File: src/rtl/ajuste_pkg.sv
// Shared encodings for the field-adjust controller: FSM states and field codes.
// AUTO_REPEAT_EN adds the REPEAT state.
package ajuste_pkg;

  typedef enum logic [1:0] {
    ST_IDLE   = 2'd0,
    ST_SELECT = 2'd1,
    ST_HOLD   = 2'd2
`ifdef AUTO_REPEAT_EN
    ,
    ST_REPEAT = 2'd3
`endif
  } estado_t;

  typedef enum logic [3:0] {
    CAMPO_NONE = 4'd0,
    CAMPO_SEG  = 4'd1,
    CAMPO_MIN  = 4'd2,
    CAMPO_HORA = 4'd3
  } campo_t;

  function automatic campo_t campo_sig(input campo_t c);
    case (c)
      CAMPO_SEG: return CAMPO_MIN;
      CAMPO_MIN: return CAMPO_HORA;
      default:   return CAMPO_SEG;
    endcase
  endfunction

  function automatic campo_t campo_ant(input campo_t c);
    case (c)
      CAMPO_SEG: return CAMPO_HORA;
      CAMPO_MIN: return CAMPO_SEG;
      default:   return CAMPO_MIN;
    endcase
  endfunction

endpackage

File: src/rtl/detector_flanco.sv
// One-button input register plus rising-edge detect; both stages reset high so
// a button held across reset release never reports an edge.
module detector_flanco (
  input  logic clk,
  input  logic reset,
  input  logic btn,
  output logic nivel,
  output logic flanco
);

  logic cur_q, cur_d;
  logic prev_q, prev_d;

  always_comb begin
    cur_d  = btn;
    prev_d = cur_q;
  end

  always_ff @(posedge clk) begin
    if (reset) begin
      cur_q  <= 1'b1;
      prev_q <= 1'b1;
    end else begin
      cur_q  <= cur_d;
      prev_q <= prev_d;
    end
  end

  assign nivel  = cur_q;
  assign flanco = cur_q & ~prev_q;

endmodule

File: src/rtl/ctrl_ajuste_campos.sv
// Clock field-adjust controller: field selection, up/down strobes, inactivity
// timeout and blink. Define AUTO_REPEAT_EN to enable hold-to-repeat.
module ctrl_ajuste_campos
  import ajuste_pkg::*;
#(
  parameter int unsigned HOLD_CYCLES    = 50000000,
  parameter int unsigned REPEAT_CYCLES  = 25000000,
  parameter int unsigned TIMEOUT_CYCLES = 1000000000,
  parameter int unsigned BLINK_CYCLES   = 25000000
) (
  input  logic       clk,
  input  logic       reset,
  input  logic       btn_mode,
  input  logic       btn_left,
  input  logic       btn_right,
  input  logic       btn_up,
  input  logic       btn_down,
  output logic [3:0] en_count,
  output logic       enUP,
  output logic       enDOWN,
  output logic       modo_ajuste,
  output logic       blink
);

  localparam int unsigned TW = $clog2(TIMEOUT_CYCLES + 1);
  localparam int unsigned BW = (BLINK_CYCLES > 1) ? $clog2(BLINK_CYCLES) : 1;

  logic lvl_mode, lvl_left, lvl_right, lvl_up, lvl_down;
  logic rise_mode, rise_left, rise_right, rise_up, rise_down;

  detector_flanco u_det_mode  (.clk(clk), .reset(reset), .btn(btn_mode),  .nivel(lvl_mode),  .flanco(rise_mode));
  detector_flanco u_det_left  (.clk(clk), .reset(reset), .btn(btn_left),  .nivel(lvl_left),  .flanco(rise_left));
  detector_flanco u_det_right (.clk(clk), .reset(reset), .btn(btn_right), .nivel(lvl_right), .flanco(rise_right));
  detector_flanco u_det_up    (.clk(clk), .reset(reset), .btn(btn_up),    .nivel(lvl_up),    .flanco(rise_up));
  detector_flanco u_det_down  (.clk(clk), .reset(reset), .btn(btn_down),  .nivel(lvl_down),  .flanco(rise_down));

  estado_t       state_q, state_d;
  campo_t        campo_q, campo_d;
  logic          dir_up_q, dir_up_d;
  logic          str_up_q, str_up_d;
  logic          str_dn_q, str_dn_d;
  logic          en_up_q, en_up_d;
  logic          en_dn_q, en_dn_d;
  logic          blink_q, blink_d;
  logic [BW-1:0] bcnt_q, bcnt_d;
  logic [TW-1:0] inact_q, inact_d;
  logic          dir_held;

`ifdef AUTO_REPEAT_EN
  localparam int unsigned RMAX = (HOLD_CYCLES > REPEAT_CYCLES) ? HOLD_CYCLES : REPEAT_CYCLES;
  localparam int unsigned RW   = (RMAX > 1) ? $clog2(RMAX) : 1;
  logic [RW-1:0] rep_cnt_q, rep_cnt_d;
`endif

  assign dir_held = dir_up_q ? lvl_up : lvl_down;

  always_comb begin
    state_d  = state_q;
    campo_d  = campo_q;
    dir_up_d = dir_up_q;
    str_up_d = 1'b0;
    str_dn_d = 1'b0;
`ifdef AUTO_REPEAT_EN
    rep_cnt_d = rep_cnt_q;
`endif

    if (lvl_mode | lvl_left | lvl_right | lvl_up | lvl_down)
      inact_d = '0;
    else if (inact_q == TW'(TIMEOUT_CYCLES))
      inact_d = inact_q;
    else
      inact_d = inact_q + 1'b1;

    case (state_q)
      ST_IDLE: begin
        campo_d = CAMPO_NONE;
        if (rise_mode) begin
          state_d = ST_SELECT;
          campo_d = CAMPO_SEG;
        end
      end
      ST_SELECT: begin
`ifdef AUTO_REPEAT_EN
        rep_cnt_d = '0;
`endif
        if (rise_mode) begin
          state_d = ST_IDLE;
          campo_d = CAMPO_NONE;
        end else if (rise_up && !lvl_down) begin
          state_d  = ST_HOLD;
          dir_up_d = 1'b1;
          str_up_d = 1'b1;
        end else if (rise_down && !lvl_up) begin
          state_d  = ST_HOLD;
          dir_up_d = 1'b0;
          str_dn_d = 1'b1;
        end else if (rise_right) begin
          campo_d = campo_sig(campo_q);
        end else if (rise_left) begin
          campo_d = campo_ant(campo_q);
        end
      end
      ST_HOLD: begin
        if ((lvl_up && lvl_down) || !dir_held) begin
          state_d = ST_SELECT;
        end
`ifdef AUTO_REPEAT_EN
        else if (rep_cnt_q == RW'(HOLD_CYCLES - 1)) begin
          state_d   = ST_REPEAT;
          rep_cnt_d = '0;
          str_up_d  = dir_up_q;
          str_dn_d  = !dir_up_q;
        end else begin
          rep_cnt_d = rep_cnt_q + 1'b1;
        end
`endif
      end
`ifdef AUTO_REPEAT_EN
      ST_REPEAT: begin
        if ((lvl_up && lvl_down) || !dir_held) begin
          state_d = ST_SELECT;
        end else if (rep_cnt_q == RW'(REPEAT_CYCLES - 1)) begin
          rep_cnt_d = '0;
          str_up_d  = dir_up_q;
          str_dn_d  = !dir_up_q;
        end else begin
          rep_cnt_d = rep_cnt_q + 1'b1;
        end
      end
`endif
      default: begin
        state_d = ST_IDLE;
        campo_d = CAMPO_NONE;
      end
    endcase

    if (state_q != ST_IDLE && inact_q == TW'(TIMEOUT_CYCLES)) begin
      state_d  = ST_IDLE;
      campo_d  = CAMPO_NONE;
      str_up_d = 1'b0;
      str_dn_d = 1'b0;
    end

    // Decision and output stages give the two-edge strobe latency from first sample.
    en_up_d = str_up_q;
    en_dn_d = str_dn_q;

    if (state_d == ST_IDLE) begin
      blink_d = 1'b0;
      bcnt_d  = '0;
    end else if (state_d == ST_SELECT && state_q != ST_SELECT) begin
      blink_d = 1'b1;
      bcnt_d  = '0;
    end else if (bcnt_q == BW'(BLINK_CYCLES - 1)) begin
      blink_d = ~blink_q;
      bcnt_d  = '0;
    end else begin
      blink_d = blink_q;
      bcnt_d  = bcnt_q + 1'b1;
    end
  end

  always_ff @(posedge clk) begin
    if (reset) begin
      state_q  <= ST_IDLE;
      campo_q  <= CAMPO_NONE;
      dir_up_q <= 1'b0;
      str_up_q <= 1'b0;
      str_dn_q <= 1'b0;
      en_up_q  <= 1'b0;
      en_dn_q  <= 1'b0;
      blink_q  <= 1'b0;
      bcnt_q   <= '0;
      inact_q  <= '0;
`ifdef AUTO_REPEAT_EN
      rep_cnt_q <= '0;
`endif
    end else begin
      state_q  <= state_d;
      campo_q  <= campo_d;
      dir_up_q <= dir_up_d;
      str_up_q <= str_up_d;
      str_dn_q <= str_dn_d;
      en_up_q  <= en_up_d;
      en_dn_q  <= en_dn_d;
      blink_q  <= blink_d;
      bcnt_q   <= bcnt_d;
      inact_q  <= inact_d;
`ifdef AUTO_REPEAT_EN
      rep_cnt_q <= rep_cnt_d;
`endif
    end
  end

  assign en_count    = campo_q;
  assign enUP        = en_up_q;
  assign enDOWN      = en_dn_q;
  assign modo_ajuste = (state_q != ST_IDLE);
  assign blink       = blink_q;

endmodule
File: config.mk
export PLATFORM = sky130hd
export DESIGN_NAME = ctrl_ajuste_campos
export DESIGN_NICKNAME = d
export VERILOG_FILES = /design/src/rtl/ajuste_pkg.sv /design/src/rtl/detector_flanco.sv /design/src/rtl/ctrl_ajuste_campos.sv
export SDC_FILE = /design/constraint.sdc
export NUM_CORES = 1
export LEC_CHECK = 0
export ABC_AREA = 1
export BUFFER_PORTS_ARGS = -buffer_cell sky130_fd_sc_hd__buf_2
export CAP_MARGIN = 20
export CORE_ASPECT_RATIO = 1.4
export CORE_MARGIN = 4
export CORE_UTILIZATION = 40
export CTS_BUF_LIST = sky130_fd_sc_hd__clkbuf_4
export CTS_CLUSTER_SIZE = 8
export DETAILED_ROUTE_END_ITERATION = 8
export GPL_ROUTABILITY_DRIVEN = 0
export GPL_TIMING_DRIVEN = 0
export HOLD_SLACK_MARGIN = 0.03
export PLACE_DENSITY = 0.69
export SYNTH_ARGS = -nofsm -noshare
export SYNTH_HDL_FRONTEND = slang
export SYNTH_HIERARCHICAL = 1
export SYNTH_SLANG_ARGS = --single-unit
File: constraint.sdc
create_clock -name clk -period 1.69 [get_ports clk]
set_clock_uncertainty 0.1 [all_clocks]
set_input_delay 0.2535 -clock clk [delete_from_list [all_inputs] [get_ports clk]]
set_output_delay 0.2535 -clock clk [all_outputs]
set_load 0.05 [all_outputs]
; ---- After elaboration in Yosys (flattened, before gate mapping)
; Cells that the tools add are included.
; Widths: inputs -> output; s select.
[totals]
ff_bits = 77
out_inout_bits = 8
input_bits = 7
[classes]
mux = 23
n_reduce_logical = 22
n_eq_ne = 11
add_sub_neg = 2
n_bitwise = 18
[op_table]
columns = cell, n
row1 = $add 30x1->30 const B, 1
row2 = $eq 30x30->1 const B, 1
row3 = $add 25x1->25 const B, 1
row4 = $eq 25x25->1 const B, 1
row5 = $mux 4, 5
row6 = $mux 2, 6
row7 = $pmux 4 s3, 1
row8 = $not 1->1, 9
row9 = $mux 1, 8
row10 = $pmux 2 s2, 2
row11 = $reduce_or 4->1, 2
row12 = $ne 3x3->1 const B, 2
row13 = $pmux 2 s3, 1
row14 = $reduce_bool 2->1, 3
row15 = $reduce_or 2->1, 3
row16 = $and 1x1->1, 5
row17 = $logic_and 1x1->1, 5
row18 = $reduce_or 5->1, 1
row19 = $eq 2x1->1 const B, 2
row20 = $eq 4x1->1 const B, 1
row21 = $eq 4x2->1 const B, 1
row22 = $logic_not 2->1, 2
row23 = $ne 4x4->1 const B, 1
row24 = $or 1x1->1, 4
row25 = other kinds (6), 8

; ---- Logic depth before layout (Yosys ltp)
; Gate-level depths: netlist (run 1).
[depth]
word_depth = 11
mapped_depth = 13
ltp_nobuf = 12

; ---- Cells and area by module
; Netlist (run 1), hierarchy kept.
[by_module_without_submodules]
columns = mod, cells_each, area_each_um2, seq_area_each_um2, instances
row1 = ctrl_ajuste_campos, 507, 3415.8, 1301.2, 1
row2 = detector_flanco, 8, 65.1, 40.0, 5

; ---- Least setup slack after synthesis (run 1)
; No wires, ideal clock.
[synth_path]
path_kind = reg2reg
startpoint = reg bcnt_q[0]
endpoint = reg bcnt_q[20]
slack_ps = 30
path_stages_with_launch = 12
t_required_ps = 1474
arrival_time_ps = 1444
path_cell_list = dfxtp_1 -> ha_1 -> nand2_1 -> nor2_1 -> nand2_1 -> nor2_1 -> nand3_1 -> nand2_1 -> clkinv_1 -> nand2_4 -> buf_6 -> nor2_1
[synth_via]
elab_chain_len = 2
elab_cells_between_ends = 3
[synth_lines]
columns = item, line
row1 = from (decl), ctrl_ajuste_campos.sv:45  ; logic [BW-1:0] bcnt_q, bcnt_d;
row2 = from (signal assigned), ctrl_ajuste_campos.sv:187  ; bcnt_q <= bcnt_d;
row3 = branches (longest 2 deep; another with $add 25x1->25), n/a
; Parallel ways; which one is timed is not known.
; A chain may end at the register's enable or synchronous reset.

; ---- Worst setup path in the final report (run 1)
[layout_path]
startpoint = reg inact_q[1]
endpoint = reg bcnt_q[0]
[layout_via]
elab_chain_len = 6
elab_cells_between_ends = 7
[layout_lines]
columns = item, line
row1 = from (decl), ctrl_ajuste_campos.sv:46  ; logic [TW-1:0] inact_q, inact_d;
row2 = from (signal assigned), ctrl_ajuste_campos.sv:188  ; inact_q <= inact_d;
row3 = $eq 30x30->1 *, ctrl_ajuste_campos.sv:137  ; if (state_q != ST_IDLE && inact_q == TW'(TIMEOUT_CYCLES)) begin
row4 = $logic_and 1x1->1 *, ctrl_ajuste_campos.sv:137
row5 = $mux 2 *, ctrl_ajuste_campos.sv:137
row6 = $eq 2x1->1, ctrl_ajuste_campos.sv:151  ; end else if (state_d == ST_SELECT && state_q != ST_SELECT) begin
row7 = $logic_and 1x1->1, ctrl_ajuste_campos.sv:151
row8 = $reduce_or 4->1 (no line) *, n/a
; Mark *: on every way between the ends. The rest lies on a longest branch, timed or not.

==> reports/results.tsv, run 1 <==
stage	metric	value	unit
final_layout	Area Growth Syn to Fin	26.9	%
clock_tree	CTS clk-pin slew, worst paths	120	ps
die	FP Rows	41	
die	die width	89.7	um
synthesis	synthesized instance count	547	
drt	DRC	0	
power	switching share of power	22.7	%
synthesis	Synth Flop Type	dfxtp_1	
power	Peak VDD IR	0.321	mV
die	die area	11000	um2
sta	Final Max Tran Viols	0	
clock_tree	CTS tree	done	
power	sequential group share of total power	53.4	%
final_layout	most frequent cells in the layout	nand2_1 (113), inv_1 (82), nor2_1 (69)	
sta	unrepaired setup endpoints after global routing	true	
sta	# setup viols final	26	
critical_path	CP Capture Type	flop	
die	Core ar.	9080	um2
synthesis	synth unique cells	37	
clock_tree	Root Buffer	clkbuf_4	
synthesis	syn avg cell area	6.84	um2
synthesis	number of flops mapped to enable cells by yosys	0	
sta	worst setup margin	-74.6	ps
job	MaxCap Viol Count	0	
run_status	failing checks	negative setup slack	
power	sw power	0.760	mW
final_layout	ratio of cells with drive above 1 in the final layout	25.3	%
drt	WL/cell	11.6	um
drt	Initial DRT Pass Iterations	5	
drt	drt total wl	8300	um
critical_path	startpoint class of the critical path	flop	
critical_path	CP Cell Sequence	inv_4 -> ha_4 -> nand2_2 -> nor2_2 -> nand2_1 -> nor2_2 -> nand3_2 -> nand3_2 -> nand2_2 -> inv_4 -> nand2_8 -> buf_6 -> nor2_2	
run_status	outcome	complete, but fails checks	
synthesis	cell area after synthesis	3740	um2
power	LEAKAGE	1.81	nW
power	Power Dens Cells	705	nW/um2
clock_tree	Clock Path Buffers	2	
critical_path	worst setup path category	reg -> reg	
critical_path	slowest cell on the critical path	dfxtp_4	
grt	GRT overflow	0	
place	Detail Placement HPWL	5640	um
place	Area after DPL	3940	um2
power	Gate power share	5.0	%
synthesis	flops & latches, synth	75	
grt	GRT Total Usage	15.3	%
critical_path	critical path arrival	2020	ps
clock_tree	CTS H-Tree Depth	3	
power	Clock Power Share	41.6	%
die	initial core utilization	41.2	%
place	buffers added on ports	12	
power	total power	3.35	mW
final_layout	Layout Nets	616	
final_layout	register area	1540	um2
clock_tree	CTS Buf Count	9	
clock_tree	clock sink count	75	
final_layout	Multi-input gate area	2140	um2
clock_tree	Worst-Skew Late Latency	430	ps
drt	drt initial violations	169	
critical_path	CP peak stage delay	380	ps
grt	initial antenna violation count	0	
final_layout	filler cell count	862	
final_layout	Final Instance Area	4750	um2
die	IO Pins	15	
critical_path	most used cell, CP	nor2_2	
final_layout	post-layout util	52.3	%
critical_path	WP buf/inv	3	
synthesis	part of the Yosys area used for sequential elements	40.1	%
grt	largest net degree at the start of global routing	14	
synthesis	ys async rst share	0	%
hold_path	Hold Crit Class	in -> reg	
sta	fmax	0.567	GHz
drt	vias per cell	4.89	
drt	Routed Antenna Nets	0	
final_layout	Antenna Cells	0	
sta	Final period util	104	%
critical_path	CP Max Fanout	7	
grt	first-pass GRT wire length	13900	um
sta	Final Hold Violating Endpoints	0	
critical_path	CP required	1950	ps
drt	Via Count	3499	
critical_path	top cell family by delay on the critical path	simple AND/OR/NAND/NOR gates	
power	Internal	2.59	mW
synthesis	yosys warns	6	
grt	vias in the first global route	3337	
die	Die Y	122	um
final_layout	commonest non-fill, non-tap cell in the layout	nand2_1	
sta	min cycle time layout	1760	ps
[worst paths after layout]
| check | slack [ps] | start | depth (start not counted) | end |
|---|---|---|---|---|
| setup / recovery | -70 | inact_q[1] | 13 | bcnt_q[0] |
| hold / removal | 110 | reset | 4 | state_q[0] |
| setup reg to reg | -70 | inact_q[1] | 13 | bcnt_q[0] |
| hold reg to reg | 310 | en_dn_d | 2 | enDOWN |
[worst min-delay path: stages]
cell	delay, ps
buf_2	120
inv_1	80
nand3_2	90
inv_1	40
[power by group through the flow]
stage | Sequential, mW | Combinational [mW] | Clock [mW]
floorplan | 1.84 | 0.0833 | 0
global placement | 1.83 | 0.115 | 0
detailed placement | 1.83 | 0.118 | 0
CTS | 1.80 | 0.142 | 1.43
global route | 1.79 | 0.183 | 1.51
finish | 1.79 | 0.166 | 1.39
[cell type report]
cell class | count | area share [%]
Inverter | 87 | 6.98
Tap cell | 107 | 2.82
Sequential cell | 75 | 32.3
Buffer | 6 | 1.26
Multi-Input combinational cell | 379 | 45.1
Clock inverter | 6 | 2.42
Clock buffer | 9 | 1.42
Timing Repair Buffer | 46 | 7.67
[cell families after synthesis]
| logic type | Yosys count | synth area share, % |
|---|---|---|
| compound gates | 45 | 6.49 |
| buf+inv | 94 | 10.3 |
| fa+ha+maj | 5 | 1.67 |
| simple gates | 307 | 36.6 |
| other cells | 1 | 0.100 |
| flops | 75 | 40.1 |
| xor+xnor | 20 | 4.68 |
[sequential cells by signal, indices dropped and copies added, names as in the netlist, 2 cells and up]
name	cells
bcnt_q	25
en_count	2
state_q	2
inact_q	30
[timing repair]
action	in CTS	in global routing
setup buffers	9	16
hold buffers	7	0
pin swaps	5	23
endpoints found under the setup margin	37	47
resized for setup	29	79
hold endpoints to repair	8	0
cloned	1	1
[per-layer routing]
layer,GRT usage (%),vias to the layer above,routed length (um),part of all wire [%]
met4,7.38,0,208,2.5
met1,16.0,1623,3410,41
met3,3.07,19,207,2.5
met5,0,-,0,0
li1,-,1810,-,-
met2,29.3,47,4480,54
[synth_stat cells (all sizes together), types with 2 or more instances]
| library cell | n | area (um2) |
|---|---|---|
| nand2 | 124 | 478 |
| nor2 | 110 | 458 |
| inv | 86 | 323 |
| dfxtp | 75 | 1500 |
| nand3 | 38 | 205 |
| a21oi | 23 | 115 |
| nor3 | 14 | 86.3 |
| o21ai | 14 | 70.1 |
| xor2 | 14 | 123 |
| nand4 | 12 | 75.1 |
| xnor2 | 6 | 52.6 |
| buf | 5 | 42.5 |
| ha | 5 | 62.6 |
| nand3b | 4 | 33.8 |
| o21a | 4 | 30.0 |
| a31oi | 2 | 12.5 |
| clkbuf | 2 | 17.5 |
| nor4 | 2 | 12.5 |
[stage by stage]
step / cells / setup TNS (ps) / hold WS (ps) / setup WS [ps]
floorplan: 548 / 0 / 223 / 29.9
global placement: 667 / -5720 / 295 / -233
detailed placement: 667 / -6240 / 293 / -261
CTS: 698 / -1320 / 96.1 / -83.7
global route: 715 / -4910 / 128 / -195
finish: 715 / -1150 / 113 / -74.6
Power figures use the tool's default switching activity.
==> run 2, diff against run 1 <==
--- a/config.mk
+++ b/config.mk
@@ -17,7 +17,6 @@
 export GPL_ROUTABILITY_DRIVEN = 0
 export GPL_TIMING_DRIVEN = 0
 export HOLD_SLACK_MARGIN = 0.03
-export PLACE_DENSITY = 0.69
 export SYNTH_ARGS = -nofsm -noshare
 export SYNTH_HDL_FRONTEND = slang
 export SYNTH_HIERARCHICAL = 1
==> run 2 against run 1 <==
Effect of this change: the run still ends with negative setup slack left; cell area shrank 4.5%; worst hold slack got worse by 24 ps; clock power is 9% lower; critical path type unchanged.
==> reports/results.tsv, run 2 (synthesized netlist as in run 1, its figures left out) <==
stage	metric	value	unit	change
run_status	failing checks	negative setup slack		unchanged
clock_tree	clock sink count	75		unchanged
drt	drt total wl	7940	um	was 8300 um
critical_path	CP Cell Sequence	nand2_1 -> nor2_1 -> nand3_1 -> nor2_2 -> nand3_2 -> nand3_2 -> nand2_2 -> nand2_4 -> buf_8 -> nor2_1		was inv_4 -> ha_4 -> nand2_2 -> nor2_2 -> nand2_1 -> nor2_2 -> nand3_2 -> nand3_2 -> nand2_2 -> inv_4 -> nand2_8 -> buf_6 -> nor2_2
final_layout	Layout Cells excl Fill	704		was 715
critical_path	CP Max Fanout	10		was 7
hold_path	Hold Path Depth	4		unchanged
critical_path	reg-to-reg slack, setup	-90	ps	was -70 ps
sta	setup TNS	-1850	ps	was -1150 ps
sta	fmax	0.562	GHz	was 0.567 GHz
clock_tree	CTS tree	done		unchanged
final_layout	Layout Nets	604		was 616
die	Core ar.	9080	um2	unchanged
final_layout	ratio of cells with drive above 1 in the final layout	20.9	%	was 25.3%
critical_path	CP required	1920	ps	was 1950 ps
run_status	outcome	complete, but fails checks		unchanged
sta	Final period util	105	%	was 104%
grt	global-route track usage on met3	3.80	%	was 3.07%
place	dpl ws	-264	ps	was -261 ps
grt	GRT overflow	0		unchanged
critical_path	crit path to	bcnt_q[21]		was bcnt_q[0]
critical_path	CP Depth	10		was 13
die	die area	11000	um2	unchanged
drt	vias per cell	4.81		was 4.89
grt	M1 GR Usage	15.4	%	was 16.0%
place	Detail Placement HPWL	5750	um	was 5640 um
die	Die Y	122	um	unchanged
drt	WL/cell	11.3	um	was 11.6 um
critical_path	R2R Path End	bcnt_q[21]		was bcnt_q[0]
place	placed insts	667		unchanged
critical_path	R2R cell count	10		was 13
grt	busiest grt layer	met2		unchanged
grt	first-pass GRT wire length	13300	um	was 13900 um
sta	Final Max Tran Viols	0		unchanged
critical_path	R2R Path Start	inact_q[23]		was inact_q[1]
clock_tree	CTS clk-pin slew, worst paths	120	ps	about the same
drt	Via Count	3386		was 3499
final_layout	filler cell count	916		was 862
critical_path	Critical Path Start	inact_q[23]		was inact_q[1]
drt	Routed Antenna Nets	0		unchanged
critical_path	CP peak stage delay	420	ps	was 380 ps
sta	worst setup margin	-90.6	ps	was -74.6 ps
final_layout	Antenna Cells	0		unchanged
grt	initial antenna violation count	0		unchanged
power	LEAKAGE	1.71	nW	was 1.81 nW
die	FP Rows	41		unchanged
final_layout	max FFs per register	30		unchanged
critical_path	CP Capture Type	flop		unchanged
critical_path	critical path arrival	2010	ps	was 2020 ps
clock_tree	Root Buffer	clkbuf_4		unchanged
drt	Initial DRT Pass Iterations	4		was 5
final_layout	Area Growth Syn to Fin	21.2	%	was 26.9%
sta	Final Hold Violating Endpoints	0		unchanged
die	initial core utilization	41.2	%	unchanged
sta	# setup viols final	26		unchanged
critical_path	WP buf/inv	1		was 3
sta	min cycle time layout	1780	ps	was 1760 ps
sta	Min Hold Slack	89.7	ps	was 113 ps
final_layout	most frequent cells in the layout	nand2_1 (114), inv_1 (82), nor2_1 (73)		was nand2_1 (113), inv_1 (82), nor2_1 (69)
clock_tree	CTS H-Tree Depth	3		unchanged
grt	GRT Total Usage	14.9	%	was 15.3%
die	IO Pins	15		unchanged
drt	DRC	0		unchanged
clock_tree	CTS Buf Count	9		unchanged
die	die width	89.7	um	unchanged
job	MaxCap Viol Count	0		unchanged
power	Power Dens Cells	709	nW/um2	was 705 nW/um2
final_layout	commonest non-fill, non-tap cell in the layout	nand2_1		unchanged
place	buffers added on ports	12		unchanged
grt	met2 Usage GRT	28.4	%	was 29.3%
grt	largest net degree at the start of global routing	14		unchanged
final_layout	Reg with most FFs	inact_q		unchanged
critical_path	top cell family by delay on the critical path	simple AND/OR/NAND/NOR gates		unchanged
grt	vias in the first global route	3102		was 3337
sta	unrepaired setup endpoints after global routing	true		unchanged
clock_tree	Clock Path Buffers	2		unchanged
critical_path	worst setup path category	reg -> reg		unchanged
final_layout	largest registers	inact_q (30), bcnt_q (25)		unchanged
critical_path	slowest cell on the critical path	dfxtp_1		was dfxtp_4
critical_path	startpoint class of the critical path	flop		unchanged
hold_path	Hold Crit Class	in -> reg		unchanged
power	Peak VDD IR	0.427	mV	was 0.321 mV
clock_tree	Worst-Skew Late Latency	430	ps	about the same
power	total power	3.22	mW	was 3.35 mW
drt	drt initial violations	88		was 169
## run 2: cell type report
class / count / area, um2 / share of cell area, %
Tap cell: 107 / 134 / 2.95
Sequential cell: 75 / 1520 / 33.6
Clock buffer: 10 / 75.1 / 1.66
Inverter: 87 / 333 / 7.34
Buffer: 6 / 63.8 / 1.41
Clock inverter: 6 / 88.8 / 1.96
Timing Repair Buffer: 34 / 277 / 6.10
Multi-Input combinational cell: 379 / 2040 / 45.0
## run 2: worst min-delay path by stage
stage	start	endpoint
2_1_floorplan	reset	dir_up_q
6_report	reset	state_q[0]
3_5_place_dp	en_up_d	enUP
3_3_place_gp	en_up_d	enUP
4_1_cts	reset	state_q[1]
5_1_grt	reset	state_q[0]
## run 2: power breakdown
group / leakage (nW) / switching (mW) / internal (mW) / total, mW
clock network: 0.0846 / 0.653 / 0.620 / 1.27
logic: 1.01 / 0.0888 / 0.0647 / 0.153
registers: 0.614 / 0.0110 / 1.78 / 1.79
## run 2: worst min-delay path, cell delays in order
cell and delay [ps]:
buf_2 120, inv_1 90, nand3_2 80, inv_1 40
## run 2: through the flow
stage	util [%]	instance area, um2
3_3_place_gp	43.4	3940
4_1_cts	47.4	4300
5_1_grt	49.9	4530
3_5_place_dp	43.4	3940
2_1_floorplan	-	3740
6_report	49.9	4530
## run 2: repair_timing
item                                    4_1_cts  5_1_grt
pin swaps                                     5       16
setup buffers                                 3        7
endpoints found under the setup margin       38       42
hold buffers                                 11        0
endpoints found under the hold margin        12        0
gates resized for setup                      27       51
cloned                                        0        1
## run 2: layer usage
metal	wire length [um]	share of wire [%]
met1	3300	42
met2	4300	54
met3	203	2.6
met4	133	1.7
met5	0	0
==> run 3, diff against run 2 <==
==> constraint.sdc (replaced) <==
create_clock -name clk -period 1.69 [get_ports clk]
set_clock_uncertainty 0.1 [all_clocks]
set_input_delay 0.338 -clock clk [delete_from_list [all_inputs] [get_ports clk]]
set_output_delay 0.338 -clock clk [all_outputs]
set_load 0.05 [all_outputs]
==> run 3 against run 2 <==
Effect of this change: wire length shrank 1.5%; worst hold slack gained 4.0 ps; sequential power is essentially flat; critical path type unchanged; combinational power shrank 7%; cell area shrank 1.2%; clock-buffer cell count is the same; the flow still finishes with violations (negative setup slack); sequential share of layout area grew 0.44 points; core utilization shrank 0.61 points; total power shrank 0.34%; non-clock buffer count shrank 6.
==> reports/results.tsv, run 3 (synthesized netlist as in run 1, its figures left out) <==
stage	metric	value	unit	change
run_status	outcome	complete, but fails checks		unchanged
run_status	failing checks	negative setup slack		unchanged
clock_tree	Worst-Skew Late Latency	430	ps	about the same
sta	# setup viols final	25		was 26
critical_path	critical path arrival	2010	ps	about the same
place	Area after DPL	3940	um2	unchanged
job	MaxCap Viol Count	0		unchanged
final_layout	largest registers	inact_q (30), bcnt_q (25)		unchanged
critical_path	R2R Path Start	inact_q[1]		was inact_q[23]
die	Core ar.	9080	um2	unchanged
place	placed insts	667		unchanged
hold_path	Hold Crit Class	in -> reg		unchanged
final_layout	Final Instance Area	4480	um2	was 4530 um2
sta	Final Hold Violating Endpoints	0		unchanged
die	die width	89.7	um	unchanged
critical_path	R2R Path End	bcnt_q[21]		unchanged
clock_tree	clock sink count	75		unchanged
drt	Routed Antenna Nets	0		unchanged
critical_path	Critical Path Start	inact_q[1]		was inact_q[23]
power	sw power	0.750	mW	was 0.753 mW
power	LEAKAGE	1.69	nW	was 1.71 nW
sta	fmax	0.563	GHz	was 0.562 GHz
die	initial core utilization	41.2	%	unchanged
final_layout	filler cell count	920		was 916
drt	routed wl met2	4190	um	was 4300 um
critical_path	CP Max Fanout	10		unchanged
drt	Via Count	3362		was 3386
drt	Initial DRT Pass Iterations	4		unchanged
drt	M1 WL	3250	um	was 3300 um
drt	DRC	0		unchanged
die	IO Pins	15		unchanged
critical_path	worst setup path category	reg -> reg		unchanged
power	switching share of power	23.4	%	about the same
die	die area	11000	um2	unchanged
critical_path	CP Capture Type	flop		unchanged
clock_tree	Clock Path Buffers	2		unchanged
power	Peak VDD IR	0.425	mV	was 0.427 mV
final_layout	Layout Nets	598		was 604
final_layout	Antenna Cells	0		unchanged
grt	largest net degree at the start of global routing	14		unchanged
grt	first-pass GRT wire length	13100	um	was 13300 um
critical_path	CP required	1920	ps	about the same
power	Gate power share	4.5	%	was 4.8%
sta	Final period util	105	%	about the same
drt	drt initial violations	90		was 88
grt	initial antenna violation count	0		unchanged
grt	vias in the first global route	3063		was 3102
critical_path	crit path to	bcnt_q[21]		unchanged
drt	drt total wl	7820	um	was 7940 um
power	Power Dens Cells	716	nW/um2	was 709 nW/um2
clock_tree	CTS tree	done		unchanged
sta	Final Max Tran Viols	0		unchanged
die	Die Y	122	um	unchanged
sta	min cycle time layout	1780	ps	about the same
clock_tree	CTS H-Tree Depth	3		unchanged
grt	GRT overflow	0		unchanged
drt	WL/cell	11.2	um	was 11.3 um
final_layout	Area Growth Syn to Fin	19.7	%	was 21.2%
sta	unrepaired setup endpoints after global routing	true		unchanged
sta	worst setup margin	-87.2	ps	was -90.6 ps
power	total power	3.20	mW	was 3.22 mW
drt	top layer in use	met4		unchanged
final_layout	most frequent cells in the layout	nand2_1 (114), inv_1 (82), nor2_1 (73)		unchanged
final_layout	commonest non-fill, non-tap cell in the layout	nand2_1		unchanged
critical_path	startpoint class of the critical path	flop		unchanged
power	sequential group share of total power	55.9	%	was 55.7%
drt	vias per cell	4.82		was 4.81
place	Detail Placement HPWL	5750	um	unchanged
sta	Min Hold Slack	93.6	ps	was 89.7 ps
final_layout	Reg with most FFs	inact_q		unchanged
place	buffers added on ports	12		unchanged
critical_path	R2R cell count	12		was 10
clock_tree	CTS Buf Count	9		unchanged
drt	detailed route wirelength on metal3	236	um	was 203 um
clock_tree	CTS clk-pin slew, worst paths	130	ps	was 120 ps
final_layout	Layout Cells excl Fill	698		was 704
critical_path	reg-to-reg slack, setup	-90	ps	about the same
final_layout	ratio of cells with drive above 1 in the final layout	21.3	%	was 20.9%
grt	GRT Total Usage	14.6	%	was 14.9%
clock_tree	Root Buffer	clkbuf_4		unchanged
power	Internal	2.45	mW	was 2.46 mW
final_layout	max FFs per register	30		unchanged
final_layout	post-layout util	49.3	%	was 49.9%
die	FP Rows	41		unchanged
power	Clock Power Share	39.7	%	was 39.6%
run 3: cell count changes in the layout (fill, tap and decap cells not counted), sizes merged:
cell / previous run / this run
clkbuf: 13 / 12
buf: 26 / 27
dlygate4sd3: 11 / 5
run 3: metal layers:
metal,global-route usage [%],vias up
met4,6.33,0
li1,-,1781
met2,27.9,45
met3,3.80,13
met1,15.1,1523
met5,0,-
run 3: worst max-delay path: stages, from the launching register on:
cell	delay, ps
dfxtp_4	390
inv_4	60
ha_4	120
nand2_2	50
nor2_2	70
nand2_1	60
nor2_2	140
nand3_2	160
nand3_2	130
nand2_2	80
nand2_4	120
buf_8	150
nor2_1	40
run 3: how the worst min path moves through the flow:
| stage | start | endpoint | cells past startpoint |
|---|---|---|---|
| floorplan | en_dn_d | enDOWN | 2 |
| global placement | en_up_d | enUP | 2 |
| detailed placement | en_up_d | enUP | 2 |
| CTS | reset | enUP | 2 |
| global route | reset | enUP | 2 |
| finish | reset | enUP | 2 |
run 3: what timing repair did:
item / in CTS / in global routing
endpoints found under the setup margin: 39 / 42
pin swaps: 5 / 16
buffers inserted: 3 / 7
gates resized for setup: 29 / 51
hold buffers: 5 / 0
hold endpoints to repair: 5 / 0
gates cloned: 0 / 1
run 3: cell type report:
class / instances / area [um2] / area share, %
Clock buffer: 10 / 75.1 / 1.68
Inverter: 87 / 333 / 7.43
Clock inverter: 6 / 88.8 / 1.98
Buffer: 6 / 63.8 / 1.42
Sequential cell: 75 / 1530 / 34.1
Multi-Input combinational cell: 379 / 2040 / 45.5
Tap cell: 107 / 134 / 2.99
Timing Repair Buffer: 28 / 220 / 4.92
run 3: metrics by stage:
stage	TNS, ps	setup slack (ps)
finish	-1780	-87.2
global route	-4580	-192
global placement	-7040	-300
floorplan	0	29.9
detailed placement	-8590	-293
CTS	-1530	-68.7
run 3: power groups by stage:
stage,sequential (mW),clock [mW],combinational [mW]
final,1.79,1.27,0.143
after global routing,1.79,1.41,0.160
after CTS,1.80,1.32,0.133
after detailed placement,1.83,0,0.118
after global placement,1.83,0,0.116
after floorplan,1.84,0,0.0833
